**config.mk**
```make
export PLATFORM = sky130hd
export DESIGN_NAME = fd_pipe_reg
export DESIGN_NICKNAME = d
export VERILOG_FILES = /design/src/rtl/fd_pipe_reg.sv
export SDC_FILE = /design/constraint.sdc
export NUM_CORES = 1
export LEC_CHECK = 0
export CAP_MARGIN = 20
export CORE_MARGIN = 2
export CORE_UTILIZATION = 35
export CTS_CLUSTER_SIZE = 30
export DETAILED_ROUTE_END_ITERATION = 6
export HOLD_SLACK_MARGIN = 0.05
export PLACE_DENSITY = 0.76
export SLEW_MARGIN = 20
export SYNTH_ARGS = -nofsm -noshare
export SYNTH_HDL_FRONTEND = slang
export SYNTH_SLANG_ARGS = --single-unit
```
**constraint.sdc**
```tcl
create_clock -name CLK -period 3.4 [get_ports CLK]
set_input_delay 0.68 -clock CLK [delete_from_list [all_inputs] [get_ports CLK]]
set_output_delay 0.68 -clock CLK [all_outputs]
set_load 0.01 [all_outputs]
```
**src/rtl/fd_pipe_reg.sv**
```systemverilog
`default_nettype none
// ============================================================================
//  Module   : fd_pipe_reg
//  Purpose  : Fetch/Decode pipeline register. Captures the fetched PC,
//             instruction word and delay-slot flag for the decode stage.
//             It supports stall (hold), flush toward the exception handler,
//             and squash of an annulled delay slot. It can also flag fetch
//             address faults (AdEL).
//  Ports    : CLK        rising-edge clock
//             RESET      asynchronous active-high reset
//             F_PC       fetch PC (32)
//             F_Instr    fetched instruction word (32)
//             F_BD       fetched instruction is in a branch delay slot
//             WE         stage enable (0 = stall/hold, 1 = advance)
//             Req        exception/interrupt flush request
//             Clr        squash incoming instruction when advancing
//             D_PC       decode-stage PC (32)
//             D_Instr    decode-stage instruction, 0 for bubble/fault (32)
//             D_BD       decode-stage delay-slot flag
//             D_ExcCode  fetch exception code, 0 none / 4 AdEL (5)
//             D_Valid    1 = real instruction, 0 = bubble
//  Options  : FD_EXC_CHECK_EN  when defined, enables fetch-fault detection.
//                              When undefined, D_ExcCode stays 0.
//  Revision : 1.0  initial release
// ============================================================================
module fd_pipe_reg (
  input  logic        CLK,
  input  logic        RESET,
  input  logic [31:0] F_PC,
  input  logic [31:0] F_Instr,
  input  logic        F_BD,
  input  logic        WE,
  input  logic        Req,
  input  logic        Clr,
  output logic [31:0] D_PC,
  output logic [31:0] D_Instr,
  output logic        D_BD,
  output logic [4:0]  D_ExcCode,
  output logic        D_Valid
);

  localparam logic [31:0] c_RESET_PC   = 32'h0000_3000;
  localparam logic [31:0] c_HANDLER_PC = 32'h0000_4180;
  localparam logic [4:0]  c_EXC_NONE   = 5'd0;
  localparam logic [4:0]  c_EXC_ADEL   = 5'd4;

  logic [31:0] r_pc;
  logic [31:0] r_instr;
  logic        r_bd;
  logic [4:0]  r_exc;
  logic        r_valid;

  logic [31:0] w_pc;
  logic [31:0] w_instr;
  logic        w_bd;
  logic [4:0]  w_exc;
  logic        w_valid;
  logic        w_fetch_fault;

`ifdef FD_EXC_CHECK_EN
  // The legal instruction window is word-aligned and spans 0x3000..0x6FFC
  // inclusive. The compares are unsigned.
  localparam logic [31:0] c_TEXT_LO = 32'h0000_3000;
  localparam logic [31:0] c_TEXT_HI = 32'h0000_6FFC;
  assign w_fetch_fault = (F_PC[1:0] != 2'b00) ||
                         (F_PC < c_TEXT_LO)   ||
                         (F_PC > c_TEXT_HI);
`else
  assign w_fetch_fault = 1'b0;
`endif

  // Next-state selection. The priority order is flush, then squash, then
  // advance, then hold.
  always_comb begin
    w_pc    = r_pc;
    w_instr = r_instr;
    w_bd    = r_bd;
    w_exc   = r_exc;
    w_valid = r_valid;
    if (Req) begin
      // A flush overrides a stall. It injects a bubble tagged with the
      // handler PC.
      w_pc    = c_HANDLER_PC;
      w_instr = 32'h0;
      w_bd    = 1'b0;
      w_exc   = c_EXC_NONE;
      w_valid = 1'b0;
    end else if (WE) begin
      w_pc = F_PC;
      w_bd = F_BD;
      if (Clr) begin
        // An annulled delay slot keeps its PC and BD flag, but it becomes
        // a bubble.
        w_instr = 32'h0;
        w_exc   = c_EXC_NONE;
        w_valid = 1'b0;
      end else if (w_fetch_fault) begin
        // A faulting fetch stays valid, so that the fault reaches commit.
        w_instr = 32'h0;
        w_exc   = c_EXC_ADEL;
        w_valid = 1'b1;
      end else begin
        w_instr = F_Instr;
        w_exc   = c_EXC_NONE;
        w_valid = 1'b1;
      end
    end
  end

  always_ff @(posedge CLK or posedge RESET) begin
    if (RESET) begin
      r_pc    <= c_RESET_PC;
      r_instr <= 32'h0;
      r_bd    <= 1'b0;
      r_exc   <= c_EXC_NONE;
      r_valid <= 1'b0;
    end else begin
      r_pc    <= w_pc;
      r_instr <= w_instr;
      r_bd    <= w_bd;
      r_exc   <= w_exc;
      r_valid <= w_valid;
    end
  end

  assign D_PC      = r_pc;
  assign D_Instr   = r_instr;
  assign D_BD      = r_bd;
  assign D_ExcCode = r_exc;
  assign D_Valid   = r_valid;

endmodule
`default_nettype wire

```
## After elaboration in Yosys (flattened, before gate mapping)

Index checks and enable logic that the tools add are counted.

| word-level totals | value |
|---|---|
| register bits after elaboration | 71 |
| output and inout port bits | 71 |
| word-level logic and storage cells | 18 |

| cells by class | value |
|---|---|
| muxes and demuxes | 12 |
| reduce and logical (&&, ||, !) cells | 1 |

Operator list:

| operator | number |
|---|---|
| two-way mux 32 bit | 5 |
| two-way mux 5 bit | 2 |
| two-way mux 1 bit | 5 |
| nonzero test 2 bit | 1 |

## Logic depth before layout (Yosys ltp)

Gate-level depths: netlist of the first run.

| logic depth | value |
|---|---|
| depth in word-level cells | 3 |
| gate-level depth with buffers | 5 |
| mapped depth without buffers | 2 |

## Worst setup path before layout of the first run

No wires, ideal clock.

| path | value |
|---|---|
| path type | input to register |
| from | input WE |
| to | register r_instr[19], in the netlist D_Instr[19] |
| library setup time | 0.122 ns |
| data arrival time | 1.287 ns |
| slack | 1.991 ns |
| stages on the path | 4 |
| cell sequence | buf_6 -> buf_6 -> buf_12 -> a32o_1 |

| between the ends | value |
|---|---|
| cells in the longest elaborated chain, start to end | 1 |

Ends and longest elaborated chain:

| item | RTL line | text |
|---|---|---|
| start, declared | 32 | `input logic WE,` |
| nonzero test 2 bit (no source line) | -- |  |
| end signal, assigned | 119 | `r_instr <= w_instr;` |
| end, declared | 48 | `logic [31:0] r_instr;` |

Every way passes these cells.
A chain may end at the register's enable or synchronous reset.

## Worst setup path after layout of the first run

| path | value |
|---|---|
| from | register r_pc[13], in the netlist D_PC[13] |
| to | output D_PC[13] |

RTL lines:

| item | RTL line | text |
|---|---|---|
| start, declared | 47 | `logic [31:0] r_pc;` |
| start signal, assigned | 112 | `r_pc <= c_RESET_PC;` |
| start signal, assigned | 118 | `r_pc <= w_pc;` |
| end, declared | 35 | `output logic [31:0] D_PC,` |

No word-level cell between the ends.

==> results of run 1 <==
[sequential cells by signal, summed over array words and instances (netlist names)]
signal,flops
D_Valid,1
D_PC,32
D_BD,1
D_Instr,32
[power groups by stage]
stage	Sequential (mW)	Combinational, mW	Clock, mW
6_report	0.843	0.290	0.597
5_1_grt	0.847	0.313	0.658
4_1_cts	0.843	0.294	0.624
3_5_place_dp	0.857	0.293	0
3_3_place_gp	0.856	0.289	0
2_1_floorplan	0.874	0.112	0
[worst min-delay path by stage]
| stage | start | end | slack, ps | cells past startpoint |
|---|---|---|---|---|
| floorplan | D_Instr[0] | D_Instr[0] | 530 | 1 |
| global placement | D_Instr[6] | D_Instr[6] | 470 | 1 |
| detailed placement | D_Instr[0] | D_Instr[0] | 480 | 1 |
| CTS | D_Instr[10] | D_Instr[10] | 500 | 1 |
| global route | D_Instr[0] | D_Instr[0] | 510 | 1 |
| finish | D_Instr[0] | D_Instr[0] | 490 | 1 |
[kinds of logic after synthesis]
family | synth area share
other | 0.00137
AO/OA/AOI/OAI | 0.124
AND/OR/NAND/NOR | 0.0867
flip-flops | 0.606
multiplexers | 0.110
buffers and inverters | 0.0711
[layout by cell type, fill, tap and decap left out, types with 2 or more instances in the layout]
| cell type | netlist | final |
|---|---|---|
| a211o_1 | 3 | 3 |
| nor2_1 | 30 | 30 |
| dfrtp_1 | 64 | 64 |
| buf_4 | 10 | 3 |
| a31o_2 | 10 | 10 |
| nor3b_1 | 10 | 10 |
| nand2b_1 | 2 | 2 |
| clkinv_2 | 0 | 3 |
| clkdlybuf4s50_1 | 0 | 133 |
| conb_1 | 1 | 5 |
| a32o_1 | 22 | 22 |
| dfstp_2 | 2 | 2 |
| mux2i_1 | 30 | 30 |
| nor2b_1 | 3 | 3 |
| clkbuf_8 | 0 | 9 |
[routing by layer]
metal,GRT usage,vias up
met5,0,-
met4,0.0721,0
met3,0.0362,18
met2,0.249,74
met1,0.199,1004
li1,-,981
[final cells by class]
| class | instances | share of cell area |
|---|---|---|
| multi-input cells | 118 | 0.211 |
| clock buffers | 10 | 0.0302 |
| repair buffers | 138 | 0.326 |
| well taps | 102 | 0.0302 |
| flip-flops and latches | 66 | 0.391 |
| clock inverters | 4 | 0.0106 |
| inverters | 1 | 0.000887 |
[stage by stage]
| step | util | setup WS (ps) | total power [mW] | hold WS, ps |
|---|---|---|---|---|
| final | 0.553 | 1340 | 1.73 | 493 |
| after global routing | 0.553 | 1290 | 1.82 | 505 |
| after CTS | 0.553 | 1310 | 1.76 | 496 |
| after detailed placement | 0.531 | 1250 | 1.15 | 480 |
| after global placement | 0.531 | 1260 | 1.15 | 474 |
| after floorplan | - | 1070 | 0.986 | 532 |
==> results.py, run 1 <==
metrics = {
    "synthesis": {
        "synth_common_cells": "dfrtp_1 (64), mux2i_1 (30), nor2_1 (30), a32o_1 (22)",
        "avgSynthCellArea_um2": 13.3,
        "synth.largest_area_cell": "dfrtp_1",
        "ys.flop_type": "dfrtp_1",
        "synth_cell_type_count": 20,
        "synth_seq_area_share": 0.606,
        "syn_area_mm2": 0.00273,
        "synth_edf_count": 0,
        "synth_top_area_frac": 0.587,
        "ys_warn_count": 0,
        "yosysMostFrequentCell": "dfrtp_1",
        "syn_inst": 205,
        "ys_ff_latch": 66,
        "synth-async-reset-ratio": 1.00,
        "synthTopCellsByArea": "dfrtp_1 (59%), mux2i_1 (11%), a32o_1 (8.1%)",
    },
    "final_layout": {
        "fill_cells": 666,
        "fin_cells": 439,
        "multi_input_area_um2": 895,
        "drive_gt1_frac": 0.0979,
        "final_cell_area_mm2": 0.00423,
        "diodes": 0,
        "synthToLayoutAreaGrowth_pct": 55.1,
        "regArea_mm2": 0.00165,
        "fin_nets": 404,
    },
    "floorplanning": {
        "start_util": 0.357,
        "dieArea_mm2": 0.00852,
        "num_rows": 32,
        "die_x_um": 92.3,
        "coreArea_mm2": 0.00765,
        "die_y_um": 92.3,
        "io_pins": 141,
    },
    "clocking": {
        "cts_made_buffers": 9,
        "post-cts-setup-buffers": 0,
        "tritoncts": "built",
        "hold_buffers": 0,
        "cts-resized-gates": 0,
        "cts_buffer_depth": 2,
        "cts_sinks": 66,
        "htreeDepth": 3,
        "cts.clk_slew.worst_paths_ps": 70,
        "clkLatencyLatePin_ps": 330,
        "clockRootBuffer": "clkbuf_8",
    },
    "global_route": {
        "antenna_found_initial": 0,
        "first_global_vias": 2099,
        "grt_pass1_wl_mm": 10.5,
        "grt_util_all_layers": 0.155,
        "grt_max_degree": 60,
        "grt_overflow_total": 0,
    },
    "drt": {
        "route.detailed.drc": 0,
        "wl_met1_mm": 2.66,
        "wl_per_cell_um": 14.8,
        "routed.top_layer": "met4",
        "num_vias": 2077,
        "via_per_inst": 4.73,
        "wl_mm": 6.50,
        "ant_nets": 0,
        "drt-initial-drc-count": 100,
        "wl_met2_mm": 3.32,
        "wl_met3_um": 355,
        "first_pass_iters": 4,
    },
    "timing": {
        "slew_viol_final": 0,
        "tns_ps": 0,
        "fmax_mhz": 484,
        "slew_headroom": 0.382,
        "final_hold_viol_count": 0,
        "min_period_ps": 2060,
        "rsz0062_at_grt": "no",
        "setup_viol": 0,
        "finClkSkew_ps": 0,
        "tightest_slew_ps": 926,
        "fin_crit_sh": 0.607,
    },
    "worst_setup_path": {
        "startpoint_type": "register",
        "r2r_start": "D_PC[8]",
        "arrival_ps": 1380,
        "worstPathRequired_ps": 2720,
        "ff2ff_setup_slack_ps": 2520,
        "critPathLaunch": "D_PC[13]",
        "cp-endpoint": "D_PC[13]",
        "crit_slowest_cell": "dfstp_2",
        "max_stage_delay_ps": 530,
        "crit_type": "reg -> out",
        "crit_fanout": 2,
        "path_delay_family": "flip-flops",
        "worstPathCellList": "clkdlybuf4s50_1",
        "critical_path_cell_count": 1,
        "path_buf_inv": 1,
        "worst_r2r_endpoint": "D_PC[8]",
        "critPathCaptureType": "output port",
        "reg2regPathDepth": 2,
    },
    "job": {
        "maxCapViolations": 0,
    },
    "placement": {
        "place_hpwl_mm": 4.53,
        "dp.cells": 425,
        "io_buffers": 135,
        "gp_congestion": 0.706,
        "dpl_cell_area_mm2": 0.00406,
    },
    "power": {
        "intPower_mw": 1.32,
        "p_clk_frac": 0.345,
        "seq_power_share": 0.487,
        "power_frac_comb": 0.168,
        "p_sw_frac": 0.235,
        "leakage_nw": 1.86,
        "power_density_mw_per_mm2": 409,
        "vdd_ir_drop_max_v": 0.000192,
        "p_switching_mw": 0.407,
    },
    "worst_hold_path": {
        "hold_path_class": "reg -> reg",
    },
    "status": {
        "status": "finished clean",
    },
}
Power figures use the tool's default switching activity.
==> run 2: changes to the inputs <==
Clock period 3.4 ns to 2.09 ns, I/O delays scaled along.
==> run 2 against run 1 <==
  * Cell area up 1.0%
  * Setup slack worse by 1100 ps
  * Via count up 1.3%
  * Power up 68%
  * Clock-buffer cell count up 2
  * Largest cell class unchanged
==> results.py, run 2 (synthesis gave the netlist of run 1 again) <==
metrics = {
    "status": {
        "status": "finished clean",
    },
    "clocking": {
        "cts_sinks": 66,
        "cts-resized-gates": 0,
        "htreeDepth": 3,
        "cts_buffer_depth": 2,
        "hold_buffers": 0,
        "clockRootBuffer": "clkbuf_8",
        "clkLatencyLatePin_ps": 330,
        "tritoncts": "built",
        "cts_made_buffers": 9,
        "post-cts-setup-buffers": 0,
        "cts.clk_slew.worst_paths_ps": 70,
    },
    "worst_setup_path": {
        "critPathLaunch": "D_PC[13]",
        "r2r_start": "D_PC[7]",
        "reg2regPathDepth": 2,
        "crit_slowest_cell": "dfstp_2",
        "ff2ff_setup_slack_ps": 1220,
        "cp-endpoint": "D_PC[13]",
        "path_buf_inv": 1,
        "worstPathCellList": "clkdlybuf4s50_1",
        "max_stage_delay_ps": 530,
        "worst_r2r_endpoint": "D_PC[7]",
        "critical_path_cell_count": 1,
        "arrival_ps": 1390,
        "crit_type": "reg -> out",
        "critPathCaptureType": "output port",
        "path_delay_family": "flip-flops",
        "worstPathRequired_ps": 1670,
        "crit_fanout": 2,
        "startpoint_type": "register",
    },
    "timing": {
        "final_hold_viol_count": 0,
        "fin_crit_sh": 0.864,
        "tightest_slew_ps": 919,
        "slew_viol_final": 0,
        "tns_ps": 0,
        "fmax_mhz": 554,
        "rsz0062_at_grt": "no",
        "setup_viol": 0,
        "finClkSkew_ps": 0,
        "slew_headroom": 0.386,
        "min_period_ps": 1810,
    },
    "global_route": {
        "antenna_found_initial": 0,
        "first_global_vias": 2120,
        "grt_util_all_layers": 0.161,
        "grt_max_degree": 67,
        "grt_overflow_total": 0,
        "grt_pass1_wl_mm": 10.7,
    },
    "placement": {
        "dp.cells": 428,
        "place_hpwl_mm": 4.64,
        "gp_congestion": 0.716,
        "io_buffers": 135,
    },
    "power": {
        "leakage_nw": 1.87,
        "vdd_ir_drop_max_v": 0.000364,
        "power_density_mw_per_mm2": 679,
    },
    "drt": {
        "drt-initial-drc-count": 90,
        "wl_per_cell_um": 15.0,
        "first_pass_iters": 4,
        "ant_nets": 0,
        "num_vias": 2103,
        "wl_mm": 6.65,
        "route.detailed.drc": 0,
        "via_per_inst": 4.76,
    },
    "floorplanning": {
        "dieArea_mm2": 0.00852,
        "start_util": 0.357,
        "io_pins": 141,
        "coreArea_mm2": 0.00765,
        "num_rows": 32,
        "die_y_um": 92.3,
        "die_x_um": 92.3,
    },
    "final_layout": {
        "synthToLayoutAreaGrowth_pct": 56.7,
        "layout_common_cells": "clkdlybuf4s50_1 (133), dfrtp_1 (64), mux2i_1 (30), nor2_1 (30), a32o_1 (22)",
        "drive_gt1_frac": 0.106,
        "fill_cells": 668,
        "mostFrequentLayoutCell": "clkdlybuf4s50_1",
        "diodes": 0,
        "fin_nets": 407,
        "fin_cells": 442,
    },
    "worst_hold_path": {
        "hold_path_class": "in -> reg",
    },
    "job": {
        "maxCapViolations": 0,
    },
}
## run 2: changes by cell type in the layout (fill, tap and decap cells not counted)
cell        before  now
buf_4            3    6
clkbuf_8         9   11
clkinv_2         3    0
clkinvlp_4       0    1
## run 2: layout make-up
cell class / instances / area (µm²) / share of cell area
sequential: 66 / 1650 / 0.387
timing repair buffer: 141 / 1400 / 0.328
multi-input combinational: 118 / 895 / 0.209
clock buffer: 12 / 155 / 0.0363
tap: 102 / 128 / 0.0299
clock inverter: 2 / 37.5 / 0.00878
inverter: 1 / 3.75 / 0.000878
## run 2: worst min path at each step
stage	slack, ps	start	depth (start not counted)	endpoint
final	370	Req	2	D_Valid
after CTS	350	Req	2	D_Valid
after floorplan	530	D_Instr[0]	1	D_Instr[0]
after global routing	370	Req	2	D_Valid
after detailed placement	480	D_Instr[31]	1	D_Instr[31]
after global placement	470	D_Instr[6]	1	D_Instr[6]
## run 2: per-layer routing
metal,vias up,GRT usage,wire length [µm]
met5,-,0,0
met4,0,0.0709,124
met3,10,0.0460,359
met2,68,0.265,3480
met1,1033,0.197,2690
li1,992,-,-
## run 2: per-stage QoR
stage / setup WS (ps) / instance area (µm²) / hold slack [ps] / utilization / total power [mW]
final: 285 / 4270 / 366 / 0.559 / 2.90
after global routing: 238 / 4270 / 374 / 0.559 / 3.02
after CTS: 262 / 4270 / 351 / 0.559 / 2.94
after detailed placement: 439 / 4080 / 480 / 0.534 / 1.88
after global placement: 476 / 4080 / 472 / 0.534 / 1.87
after floorplan: 20.5 / 2740 / 532 / - / 1.60
## run 2: where the power goes
| group | switching, mW | leakage, nW | internal [mW] |
|---|---|---|---|
| Clock | 0.451 | 0.0946 | 0.604 |
| Combinational | 0.193 | 0.905 | 0.284 |
| Sequential | 0.0310 | 0.873 | 1.34 |
==> run 3: changes to the inputs <==
Settings changed: CORE_MARGIN 2 to not set, PLACE_DENSITY 0.76 to 0.79.
Clock period 2.09 ns to 1.5 ns, I/O delays scaled along.
==> run 3 against run 2 <==
  * Sequential share of layout area up 0.057 points
  * Critical path depth is the same
  * Final cell count decreased by 0.45%
  * Critical endpoint is now D_PC[12]
  * Largest power group unchanged
==> results.py, run 3 (synthesis gave the netlist of run 1 again) <==
metrics = {
    "status": {
        "status": "finished clean",
    },
    "worst_setup_path": {
        "worstPathRequired_ps": 1200,
        "ff2ff_setup_slack_ps": 630,
        "critPathCaptureType": "output port",
        "path_buf_inv": 1,
        "path_delay_family": "flip-flops",
        "crit_fanout": 2,
        "reg2regPathDepth": 2,
        "arrival_ps": 1120,
        "max_stage_delay_ps": 530,
        "critical_path_cell_count": 1,
        "r2r_start": "D_Instr[28]",
        "worst_r2r_endpoint": "D_Instr[28]",
        "worstPathCellList": "dlygate4sd2_1",
        "startpoint_type": "register",
        "crit_type": "reg -> out",
        "crit_slowest_cell": "dfstp_2",
    },
    "power": {
        "p_clk_frac": 0.420,
        "vdd_ir_drop_max_v": 0.000830,
        "seq_power_share": 0.439,
        "p_sw_frac": 0.226,
        "power_density_mw_per_mm2": 1020,
        "intPower_mw": 3.36,
        "p_total_mw": 4.34,
        "p_switching_mw": 0.981,
        "power_frac_comb": 0.140,
        "leakage_nw": 2.15,
    },
    "timing": {
        "finClkSkew_ps": 0,
        "layout_setup_ws_ps": 83.3,
        "slew_viol_final": 0,
        "min_period_ps": 1420,
        "tightest_slew_ps": 880,
        "fin_crit_sh": 0.944,
        "fmax_mhz": 706,
        "final_hold_viol_count": 0,
        "slew_headroom": 0.413,
        "whs_ps": 395,
        "rsz0062_at_grt": "no",
        "setup_viol": 0,
    },
    "job": {
        "maxCapViolations": 0,
    },
    "final_layout": {
        "diodes": 0,
        "fin_nets": 406,
        "drive_gt1_frac": 0.111,
        "final_cell_area_mm2": 0.00427,
        "fill_cells": 662,
        "mostFrequentLayoutCell": "clkdlybuf4s50_1",
        "layout_common_cells": "clkdlybuf4s50_1 (67), dlygate4sd2_1 (66), dfrtp_1 (64)",
        "synthToLayoutAreaGrowth_pct": 56.5,
    },
    "clocking": {
        "cts_sinks": 66,
        "clockRootBuffer": "clkbuf_8",
        "cts_buffer_depth": 2,
        "clkLatencyLatePin_ps": 330,
        "htreeDepth": 3,
        "tritoncts": "built",
        "cts_made_buffers": 9,
        "cts.clk_slew.worst_paths_ps": 80,
    },
    "floorplanning": {
        "io_pins": 141,
        "num_rows": 31,
        "start_util": 0.368,
        "coreArea_mm2": 0.00741,
        "dieArea_mm2": 0.00815,
        "die_y_um": 90.3,
        "die_x_um": 90.3,
    },
    "placement": {
        "dpl_cell_area_mm2": 0.00410,
        "io_buffers": 135,
        "pre_cts_slack_ps": -173,
        "place_hpwl_mm": 4.67,
        "gp_congestion": 0.677,
    },
    "global_route": {
        "use_met1": 0.196,
        "busiest_layer": "met2",
        "antenna_found_initial": 0,
        "first_global_vias": 2103,
        "grt_util_all_layers": 0.167,
        "gr-usage-met2": 0.286,
        "grt_pass1_wl_mm": 10.6,
        "grt_overflow_total": 0,
        "grt_max_degree": 45,
        "grt_use_met3": 0.0564,
    },
    "drt": {
        "ant_nets": 0,
        "drt-initial-drc-count": 59,
        "first_pass_iters": 5,
        "wl_per_cell_um": 14.9,
        "num_vias": 2083,
        "via_per_inst": 4.73,
        "wl_mm": 6.55,
        "route.detailed.drc": 0,
    },
    "worst_hold_path": {
        "hold_path_class": "in -> async",
    },
}
[run 3: through the flow]
stage | utilization | setup TNS, ps | instances
4_1_cts | 0.576 | 0 | 440
6_report | 0.576 | 0 | 440
3_3_place_gp | 0.553 | -4320 | 424
3_5_place_dp | 0.553 | -4930 | 424
2_1_floorplan | - | 0 | 209
5_1_grt | 0.576 | 0 | 440
[run 3: power by group through the flow]
stage          Combinational, mW  Clock (mW)  Sequential (mW)
2_1_floorplan              0.254           0             1.98
3_3_place_gp               0.667           0             1.94
3_5_place_dp               0.679           0             1.94
4_1_cts                    0.621        1.87             1.91
5_1_grt                    0.662        1.95             1.92
6_report                   0.609        1.82             1.91
[run 3: repair_timing]
| item | CTS | global route |
|---|---|---|
| endpoints found under the setup margin | 66 | 0 |
| hold buffers | 0 | 0 |
| gates resized for setup | 66 | 0 |
| setup buffers | 0 | 0 |
[run 3: worst max-delay path by stage]
stage / to / from / slack [ps]
2_1_floorplan: D_Instr[19] / WE / 470
3_3_place_gp: D_Instr[15] / Clr / -140
3_5_place_dp: D_Instr[10] / Clr / -170
4_1_cts: D_PC[12] / D_PC[12] / 60
5_1_grt: D_PC[12] / D_PC[12] / 30
6_report: D_PC[12] / D_PC[12] / 80
[run 3: tightest hold or removal path, delay by kind of cell]
kind / cells / cell delay (ps)
buffers and inverters: 3 / 780
[run 3: layout make-up]
class                      instances  area (µm²)  share of cell area
clock buffer                      10         138              0.0322
clock inverter                     6         114              0.0267
inverter                           1        7.51             0.00176
multi-input combinational        118         895               0.210
sequential                        66        1650               0.388
tap                               99         124              0.0290
timing repair buffer             140        1340               0.313
[run 3: per-layer routing]
| metal | wire length [µm] | share of wire | vias up |
|---|---|---|---|
| li1 | - | - | 991 |
| met1 | 2670 | 0.41 | 1012 |
| met2 | 3400 | 0.52 | 76 |
| met3 | 432 | 0.066 | 4 |
| met4 | 45 | 0.0069 | 0 |
| met5 | 0 | 0 | - |
